[src/rtl/enemy_motion_ctrl_if.sv]
// Coordinate and scan-control bundle between the enemy motion sequencer
// (master) and the enemy sprite datapath (slave).
interface enemy_motion_ctrl_if;
    logic [79:0] x_flat;
    logic [79:0] y_flat;
    logic [9:0]  visible;
    logic        load_coord;
    logic        enable;
    logic [1:0]  op;

    modport master (
        output x_flat, y_flat, visible, load_coord, enable, op
    );

    modport slave (
        input x_flat, y_flat, visible, load_coord, enable, op
    );
endinterface

[src/rtl/enemy_motion_ctrl.sv]
// Frame sequencer for the 10-enemy sprite datapath: erase pass, coordinate
// update, load strobe, draw pass. Owns enemy positions, visibility and kills.
module enemy_motion_ctrl #(
    parameter int PASS_CYCLES = 250,
    parameter int Y_LIMIT     = 115,
    parameter int STEP        = 1,
    parameter int MOVE_DIV    = 2
) (
    input  logic                 clk,
    input  logic                 reset_n,
    input  logic                 frame_tick_i,
    input  logic                 hit_valid_i,
    input  logic [3:0]           hit_index_i,
    enemy_motion_ctrl_if.master  dp,
    output logic                 busy_o,
    output logic                 bottom_hit_o,
    output logic [3:0]           bottom_count_o,
    output logic                 frame_overrun_o
);

    localparam int CNT_W = (PASS_CYCLES > 1) ? $clog2(PASS_CYCLES) : 1;
    localparam int DIV_W = (MOVE_DIV > 1) ? $clog2(MOVE_DIV) : 1;
    localparam logic [CNT_W-1:0] LAST_CNT = CNT_W'(PASS_CYCLES - 1);
    localparam logic [DIV_W-1:0] LAST_DIV = DIV_W'(MOVE_DIV - 1);
    localparam logic [79:0] X_INIT = {8'd142, 8'd12, 8'd2, 8'd42, 8'd32,
                                      8'd72, 8'd122, 8'd62, 8'd82, 8'd102};

    typedef enum logic [2:0] {
        S_WAIT,
        S_ERASE,
        S_UPDATE,
        S_LOAD,
        S_DRAW
    } state_t;

    state_t           state_q;
    logic [CNT_W-1:0] passCnt_q;
    logic [DIV_W-1:0] frameDiv_q;
    logic [9:0]       pendingKill_q;
    logic [79:0]      xFlat_q;
    logic [79:0]      yFlat_q;
    logic [9:0]       visible_q;
    logic             loadCoord_q;
    logic             enable_q;
    logic [1:0]       op_q;
    logic             busy_q;
    logic             bottomHit_q;
    logic [3:0]       bottomCount_q;
    logic             overrun_q;

    logic [79:0]      yNext_d;
    logic [9:0]       respawn_d;
    logic [3:0]       bottomCount_d;
    logic [9:0]       hitMask_d;
    logic [8:0]       ny;
    logic             move;

    assign move = (frameDiv_q == LAST_DIV);

    // Candidate positions for every enemy, computed in parallel; only
    // committed in the UPDATE cycle of a move frame.
    always_comb begin
        yNext_d       = yFlat_q;
        respawn_d     = '0;
        bottomCount_d = '0;
        ny            = '0;
        for (int i = 0; i < 10; i++) begin
            ny = {1'b0, yFlat_q[8*i +: 8]} + 9'(STEP);
            if (ny >= 9'(Y_LIMIT)) begin
                yNext_d[8*i +: 8] = 8'd0;
                respawn_d[i]      = 1'b1;
                if (visible_q[i]) begin
                    bottomCount_d = bottomCount_d + 4'd1;
                end
            end else begin
                yNext_d[8*i +: 8] = ny[7:0];
            end
        end
        hitMask_d = '0;
        if (hit_valid_i && (hit_index_i < 4'd10)) begin
            hitMask_d = 10'(1) << hit_index_i;
        end
    end

    always_ff @(posedge clk) begin
        if (!reset_n) begin
            state_q       <= S_WAIT;
            passCnt_q     <= '0;
            frameDiv_q    <= '0;
            pendingKill_q <= '0;
            xFlat_q       <= X_INIT;
            yFlat_q       <= '0;
            visible_q     <= 10'h3FF;
            loadCoord_q   <= 1'b0;
            enable_q      <= 1'b0;
            op_q          <= 2'b00;
            busy_q        <= 1'b0;
            bottomHit_q   <= 1'b0;
            bottomCount_q <= '0;
            overrun_q     <= 1'b0;
        end else begin
            loadCoord_q   <= 1'b0;
            bottomHit_q   <= 1'b0;
            bottomCount_q <= '0;
            overrun_q     <= frame_tick_i && (state_q != S_WAIT);
            pendingKill_q <= pendingKill_q | hitMask_d;

            case (state_q)
                S_WAIT: begin
                    if (frame_tick_i) begin
                        state_q   <= S_ERASE;
                        passCnt_q <= '0;
                        enable_q  <= 1'b1;
                        op_q      <= 2'b01;
                        busy_q    <= 1'b1;
                    end
                end
                S_ERASE: begin
                    if (passCnt_q == LAST_CNT) begin
                        state_q   <= S_UPDATE;
                        passCnt_q <= '0;
                        enable_q  <= 1'b0;
                    end else begin
                        passCnt_q <= passCnt_q + CNT_W'(1);
                    end
                end
                S_UPDATE: begin
                    state_q       <= S_LOAD;
                    loadCoord_q   <= 1'b1;
                    op_q          <= 2'b00;
                    // A hit landing in this very cycle must survive into the next frame.
                    pendingKill_q <= hitMask_d;
                    if (move) begin
                        frameDiv_q    <= '0;
                        yFlat_q       <= yNext_d;
                        visible_q     <= (visible_q | respawn_d) & ~pendingKill_q;
                        bottomCount_q <= bottomCount_d;
                        bottomHit_q   <= (bottomCount_d != 4'd0);
                    end else begin
                        frameDiv_q    <= frameDiv_q + DIV_W'(1);
                        visible_q     <= visible_q & ~pendingKill_q;
                    end
                end
                S_LOAD: begin
                    state_q   <= S_DRAW;
                    passCnt_q <= '0;
                    enable_q  <= 1'b1;
                end
                S_DRAW: begin
                    if (passCnt_q == LAST_CNT) begin
                        state_q   <= S_WAIT;
                        passCnt_q <= '0;
                        enable_q  <= 1'b0;
                        busy_q    <= 1'b0;
                    end else begin
                        passCnt_q <= passCnt_q + CNT_W'(1);
                    end
                end
                default: begin
                    state_q  <= S_WAIT;
                    enable_q <= 1'b0;
                    op_q     <= 2'b00;
                    busy_q   <= 1'b0;
                end
            endcase
        end
    end

    assign dp.x_flat     = xFlat_q;
    assign dp.y_flat     = yFlat_q;
    assign dp.visible    = visible_q;
    assign dp.load_coord = loadCoord_q;
    assign dp.enable     = enable_q;
    assign dp.op         = op_q;

    assign busy_o          = busy_q;
    assign bottom_hit_o    = bottomHit_q;
    assign bottom_count_o  = bottomCount_q;
    assign frame_overrun_o = overrun_q;

endmodule
[src/flat_wrapper.sv]
// flat-port wrapper written by rule: the top's interface ports become plain ports
module enemy_motion_ctrl_flat 
#(
    parameter int PASS_CYCLES = 250,
    parameter int Y_LIMIT     = 115,
    parameter int STEP        = 1,
    parameter int MOVE_DIV    = 2
)
  (clk, reset_n, frame_tick_i, hit_valid_i, hit_index_i, busy_o, bottom_hit_o, bottom_count_o, frame_overrun_o, dp_x_flat, dp_y_flat, dp_visible, dp_load_coord, dp_enable, dp_op);
  enemy_motion_ctrl_if dp_i ();
  input  logic clk;
  input  logic reset_n;
  input  logic frame_tick_i;
  input  logic hit_valid_i;
  input  logic [3:0] hit_index_i;
  output logic busy_o;
  output logic bottom_hit_o;
  output logic [3:0] bottom_count_o;
  output logic frame_overrun_o;
  output wire logic [$bits(dp_i.x_flat)-1:0] dp_x_flat;
  output wire logic [$bits(dp_i.y_flat)-1:0] dp_y_flat;
  output wire logic [$bits(dp_i.visible)-1:0] dp_visible;
  output wire logic [$bits(dp_i.load_coord)-1:0] dp_load_coord;
  output wire logic [$bits(dp_i.enable)-1:0] dp_enable;
  output wire logic [$bits(dp_i.op)-1:0] dp_op;
  assign dp_x_flat = dp_i.x_flat;
  assign dp_y_flat = dp_i.y_flat;
  assign dp_visible = dp_i.visible;
  assign dp_load_coord = dp_i.load_coord;
  assign dp_enable = dp_i.enable;
  assign dp_op = dp_i.op;
  enemy_motion_ctrl #(.PASS_CYCLES(PASS_CYCLES), .Y_LIMIT(Y_LIMIT), .STEP(STEP), .MOVE_DIV(MOVE_DIV)) u_core (.clk(clk), .reset_n(reset_n), .frame_tick_i(frame_tick_i), .hit_valid_i(hit_valid_i), .hit_index_i(hit_index_i), .dp(dp_i), .busy_o(busy_o), .bottom_hit_o(bottom_hit_o), .bottom_count_o(bottom_count_o), .frame_overrun_o(frame_overrun_o));
endmodule
[config.mk]
export PLATFORM = sky130hd
export DESIGN_NAME = enemy_motion_ctrl_flat
export DESIGN_NICKNAME = d
export VERILOG_FILES = /design/src/rtl/enemy_motion_ctrl_if.sv /design/src/rtl/enemy_motion_ctrl.sv /design/src/flat_wrapper.sv
export SDC_FILE = /design/constraint.sdc
export NUM_CORES = 1
export LEC_CHECK = 0
export ABC_AREA = 1
export ABC_CLOCK_PERIOD_IN_PS = 5300
export CORE_ASPECT_RATIO = 1.4
export CORE_UTILIZATION = 30
export CTS_BUF_LIST = sky130_fd_sc_hd__clkbuf_8 sky130_fd_sc_hd__clkbuf_16
export DETAILED_ROUTE_END_ITERATION = 16
export SYNTH_ARGS = -nofsm -noshare
export SYNTH_HDL_FRONTEND = slang
export SYNTH_SLANG_ARGS = --single-unit
[constraint.sdc]
create_clock -name clk -period 5.3 [get_ports clk]
set_input_delay 0.53 -clock clk [delete_from_list [all_inputs] [get_ports clk]]
set_output_delay 0.53 -clock clk [all_outputs]
set_load 0.05 [all_outputs]
; Yosys cells after proc, flatten, opt, wreduce, memory -nomap -nowiden
; Index checks and enable logic that the tools add are counted.
[word_totals]
reg_bits = 123
inputBits = 8
out_inout_bits = 181
[op_classes]
add_sub_neg = 21
order_cmp = 11
eq_ne = 9
n_shift = 1
muxes = 58
n_bitwise = 8
n_reduce_logical = 16
[op_table]
columns = cell, count
row1 = two-way mux 8 bit, 12
row2 = "adder 8 x 1 -> 9 bit, second input constant", 10
row3 = ">= comparator 9 x 7 -> 1 bit, second input constant", 10
row4 = two-way mux 4 bit, 19
row5 = "adder 4 x 1 -> 4 bit, second input constant", 9
row6 = two-way mux 10 bit, 3
row7 = case mux 8 bit (3 select lines), 1
row8 = AND 10 bit, 2
row9 = bitwise OR 10 bit, 2
row10 = two-way mux 1 bit, 15
row11 = case mux 3 bit (5 select lines), 1
row12 = AND reduction 3 bit, 4
row13 = NOT 10 bit, 1
row14 = "<< shifter 1 x 4 -> 10 bit, first input constant", 1
row15 = two-way mux 3 bit, 3
row16 = "adder 8 x 1 -> 8 bit, second input constant", 1
row17 = "equality test 8 bit, second input constant", 1
row18 = "equality test 3 x 2 -> 1 bit, second input constant", 2
row19 = "inequality test 2 x 1 -> 1 bit, second input constant", 3
row20 = AND reduction 2 bit, 3
row21 = nonzero test 3 bit, 2
row22 = OR reduction 3 bit, 2
row23 = "< comparator 4 bit, second input constant", 1
row24 = case mux 1 bit (4 select lines), 1
row25 = 12 further kinds, 15

; Logic depth before layout (Yosys ltp)
; Gate-level depths: netlist (run 1).
[depth]
depth_word = 31
ltp_mapped = 47
depth_no_buf = 47

; Least setup slack after synthesis (run 1)
; No wires, ideal clock.
[synth_timing]
path_type = register to register
start = register u_core.yFlat_q[0], in the netlist u_core.dp.y_flat[0]
end = register u_core.bottomHit_q, in the netlist u_core.bottom_hit_o
setup_time_ns = 0.115
arrival_ns = 6.198
required_time_ns = 5.185
slack_ns = -1.013
stages_incl_launch_ff = 48
period_less_slack_ns = 6.313
path_cell_list = dfxtp_1 inv_1 ha_1 nor2_1 nor2_1 nand2_1 nor2_1 nor2_1 nand2_1 nand2_1 nand2_1 inv_1 ha_1 nand2_1 nand2_1 ha_1 nand3b_1 and2_1 (+12 left out) or2_1 o21ai_1 inv_1 nand2_1 nand3_1 nand2_1 inv_1 ha_1 or2_2 nand2_1 inv_1 ha_1 inv_1 o21ai_1 nor2_1 nand2_1 nand2_1 nand2_1
[synth_via]
elab_chain_len = 31
[synth_lines]
columns = element, line
row1 = from (decl), enemy_motion_ctrl.sv:41  ; logic [79:0] yFlat_q;
row2 = from (signal assigned), enemy_motion_ctrl.sv:135  ; yFlat_q <= yNext_d;
row3 = adder 8 x 1 -> 9 bit *, enemy_motion_ctrl.sv:68  ; ny = {1'b0, yFlat_q[8*i +: 8]} + 9'(STEP);
row4 = >= comparator 9 x 7 -> 1 bit *, enemy_motion_ctrl.sv:69  ; if (ny >= 9'(Y_LIMIT)) begin
row5 = two-way mux 4 bit *, enemy_motion_ctrl.sv:69
row6 = adder 4 x 1 -> 4 bit, enemy_motion_ctrl.sv:73  ; bottomCount_d = bottomCount_d + 4'd1;
row7 = two-way mux 4 bit, enemy_motion_ctrl.sv:72  ; if (visible_q[i]) begin
row8 = two-way mux 4 bit *, enemy_motion_ctrl.sv:69
row9 = adder 4 x 1 -> 4 bit, enemy_motion_ctrl.sv:73
row10 = two-way mux 4 bit, enemy_motion_ctrl.sv:72
row11 = (+15 left out), --
row12 = two-way mux 4 bit *, enemy_motion_ctrl.sv:69
row13 = adder 4 x 1 -> 4 bit, enemy_motion_ctrl.sv:73
row14 = two-way mux 4 bit, enemy_motion_ctrl.sv:72
row15 = two-way mux 4 bit *, enemy_motion_ctrl.sv:69
row16 = adder 4 x 1 -> 4 bit, enemy_motion_ctrl.sv:73
row17 = two-way mux 4 bit, enemy_motion_ctrl.sv:72
row18 = two-way mux 4 bit *, enemy_motion_ctrl.sv:69
row19 = nonzero test 4 bit *, enemy_motion_ctrl.sv:138  ; bottomHit_q <= (bottomCount_d != 4'd0);
row20 = to (signal assigned), enemy_motion_ctrl.sv:138
row21 = to (decl), enemy_motion_ctrl.sv:47  ; logic bottomHit_q;
; Mark *: on every way between the ends. The rest lies on a longest branch, timed or not.
; A chain may end at the register's enable or synchronous reset.

; Final worst setup path (run 1)
; Same ends and word-level chain as after synthesis.

==> results of run 1 <==
-- flip-flops by register name, indices dropped and copies added, names as in the netlist, 3 cells and up --
name                   cells
u_core.dp.y_flat          80
u_core.dp.visible         10
u_core.pendingKill_q      10
u_core.passCnt_q           8
u_core.bottom_count_o      4
u_core.state_q             3
-- path summary, 6_finish.rpt --
kind / end / slack (ps) / depth (start not counted)
setup / recovery: u_core.bottom_hit_o / -240 / 50
hold / removal: u_core.frameDiv_q / 450 / 2
hold reg to reg: u_core.frameDiv_q / 450 / 2
setup reg to reg: u_core.bottom_hit_o / -240 / 50
-- cell usage after synthesis (6+ instances only) --
master,number
nand2_1,172
inv_1,165
dfxtp_1,122
nor2_1,107
buf_4,81
nand3_1,75
o22ai_1,49
o21ai_0,40
a21oi_1,32
ha_1,30
xor2_1,24
nand2_2,23
nand4_1,18
clkbuf_1,15
nor3_1,14
nand3_2,11
a22oi_1,10
o21ai_1,7
a31oi_1,6
xnor2_1,6
-- cell usage in the layout (no fill, tap or decap), types with 16 or more instances in the layout --
cell type,count
a21oi_1,32
buf_4,70
clkbuf_16,18
clkdlybuf4s50_1,107
conb_1,81
dfxtp_1,114
ha_1,22
inv_1,159
nand2_1,159
nand2_2,32
nand3_1,70
nand3_2,16
nand4_1,18
nor2_1,104
o21ai_0,40
o22ai_1,49
xor2_1,24
-- tightest hold or removal path, delay by kind of cell, from the launching register on --
kind / cells / cell delay, ps
flip-flops: 1 / 300
AO/OA/AOI/OAI: 1 / 50
buffers and inverters: 1 / 60
-- logic make-up after synthesis --
logic type                 after synthesis  synth area share (%)
AOI/OAI and AO/OA                      157                 12.68
DFF                                    122                 33.36
buffers and inverters                  269                 17.94
adders and majority gates               30                 5.126
and+or+nand+nor                        436                 26.98
other                                    2                0.1026
xor gates and xnor gates                31                 3.811
-- area by class of cell --
type | instances | share of cell area [%]
well taps | 310 | 3.927
flip-flops and latches | 122 | 24.88
clock inverters | 14 | 1.621
inverters | 172 | 6.561
repair buffers | 186 | 17.19
multi-input cells | 735 | 41.27
clock buffers | 18 | 4.560
-- per-layer routing --
metal	wire length, um	up-vias
met1	7754	3201
met5	0	-
li1	-	3606
met4	493	0
met3	834	35
met2	9642	189
-- where the power goes --
| group | internal [mW] | switching, mW | total [mW] |
|---|---|---|---|
| Sequential | 0.928 | 0.00915 | 0.937 |
| Clock | 0.729 | 0.465 | 1.19 |
| Combinational | 0.0329 | 0.204 | 0.237 |
-- what timing repair did --
| action | 4_1_cts | 5_1_grt |
|---|---|---|
| endpoints found under the setup margin | 4 | 4 |
| setup buffers | 35 | 3 |
| pin swaps | 16 | 17 |
| gates resized for setup | 20 | 22 |
| gates cloned | 0 | 0 |
==> results_dict.tcl, run 1 <==
set metrics [dict create \
    vias 7031 \
    fin_crit_ps 5539 \
    r2r_start "u_core.dp.y_flat[0]" \
    root_buffer "clkbuf_16" \
    die_area_mm2 0.02504 \
    cp_slowest_cell "dfxtp_4" \
    grt_util_met1_pct 16.61 \
    slew_violations 0 \
    track_usage_pct 15.33 \
    place_area_mm2 0.008797 \
    cp_top_family "buffers and inverters" \
    drt_iter0_markers 240 \
    synth_top_cell_by_area "dfxtp_1" \
    register_area_mm2 0.002457 \
    p_leak_nw 4.169 \
    htree_levels 4 \
    irDropWorstVdd_v 0.0002179 \
    dp_slack_ps -378.4 \
    instances_no_fill 1557 \
    fin_nets 1272 \
    synth.top_cell.area_share_pct 33.36 \
    whs_ps 454.4 \
    drc 0 \
    clk_pin_slew_ps 60 \
    ant_nets 0 \
    outcome "finished, violations left" \
    max-slew-margin-rel_pct 37.74 \
    cts.sinks 122 \
    post-route-period-util_pct 104.5 \
    drt_wl_total_mm 18.72 \
    dp_hpwl_mm 13.28 \
    syn2layout_area_growth_pct 34.91 \
    clk_path_buf_depth 2 \
    synth-async-reset-ratio_pct 0 \
    max_freq_ghz 0.1805 \
    seq_area_frac_synth_pct 33.36 \
    maxCapViolations 0 \
    grt_pass1_vias 6821 \
    critPathKind "flip-flop to flip-flop" \
    rsz0062_at_grt "true" \
    fillers 2460 \
    cts_tree "yes" \
    yosys-top-cells-area "dfxtp_1, nand2_1, inv_1" \
    die_h_um 186.9 \
    synth_cell_types 41 \
    io_buffers 107 \
    min_path_type "flip-flop to flip-flop" \
    final.setup.tns_ps -716.2 \
    cp-end-kind "flip-flop" \
    io_pins 189 \
    drive_above_1_share_pct 16.76 \
    finish.utilization_pct 41.20 \
    multi_input_area_mm2 0.004076 \
    drtPass1Iterations 4 \
    grt_max_degree 39 \
    arrival_ps 5850 \
    total_power_mw 2.369 \
    grt_pass1_wl_mm 31.10 \
    ys_warn_count 0 \
    die_w_um 134.0 \
    fin_area_mm2 0.009878 \
    via_per_inst 4.516 \
    antenna_found_initial 0 \
    ys_ff_latch 122 \
    place.gp.congestion 0.8202 \
    cpMostUsedCell "buf_4" \
    failed_checks "negative setup slack" \
    clock_skew_ps 7.505 \
    synthFlopType "dfxtp_1" \
    power_density_mw_per_mm2 239.8 \
    cp-startpoint "u_core.dp.y_flat[0]" \
    setup_viol 4 \
    hold_viol 0 \
    start_util_pct 30.54 \
    syn_area_mm2 0.007322 \
    hold_buffers 0 \
    grt_util_met2_pct 27.84 \
    cp_max_fo 4 \
    coreArea_mm2 0.02398 \
    dp_cells 1487 \
    worstSetupStartpointType "flip-flop" \
    num_antenna_cells 0 \
    min_from "u_core.frameDiv_q" \
    syn_area_per_cell_um2 6.993 \
    cp_data_required_time_ps 5610 \
    fin_ws_ps -238.7 \
    busiest_layer "met2" \
    grt_overflow 0 \
    post_drt_wl_per_cell_um 12.03 \
    worst_slew_pin_slew_ps 930.4 \
    synth_edf_count 0 \
    grtUsageMet3_pct 3.767 \
    clk_latency_ps 420 \
    fp-row-count 67 \
    worst-path-buf-inv 19 \
    numCtsBuffers 17 \
    synthCells 1047 \
    slowest_delay_ps 380 \
]
Note: power is estimated with default switching activity, not from simulation.
==> run 2, diff against run 1 <==
--- a/config.mk
+++ b/config.mk
@@ -11,6 +11,7 @@
 export CORE_UTILIZATION = 30
 export CTS_BUF_LIST = sky130_fd_sc_hd__clkbuf_8 sky130_fd_sc_hd__clkbuf_16
 export DETAILED_ROUTE_END_ITERATION = 16
+export SLEW_MARGIN = 10
 export SYNTH_ARGS = -nofsm -noshare
 export SYNTH_HDL_FRONTEND = slang
 export SYNTH_SLANG_ARGS = --single-unit
==> results of run 2 <==
The final DEF is identical to that of run 1; final timing and power are the same.
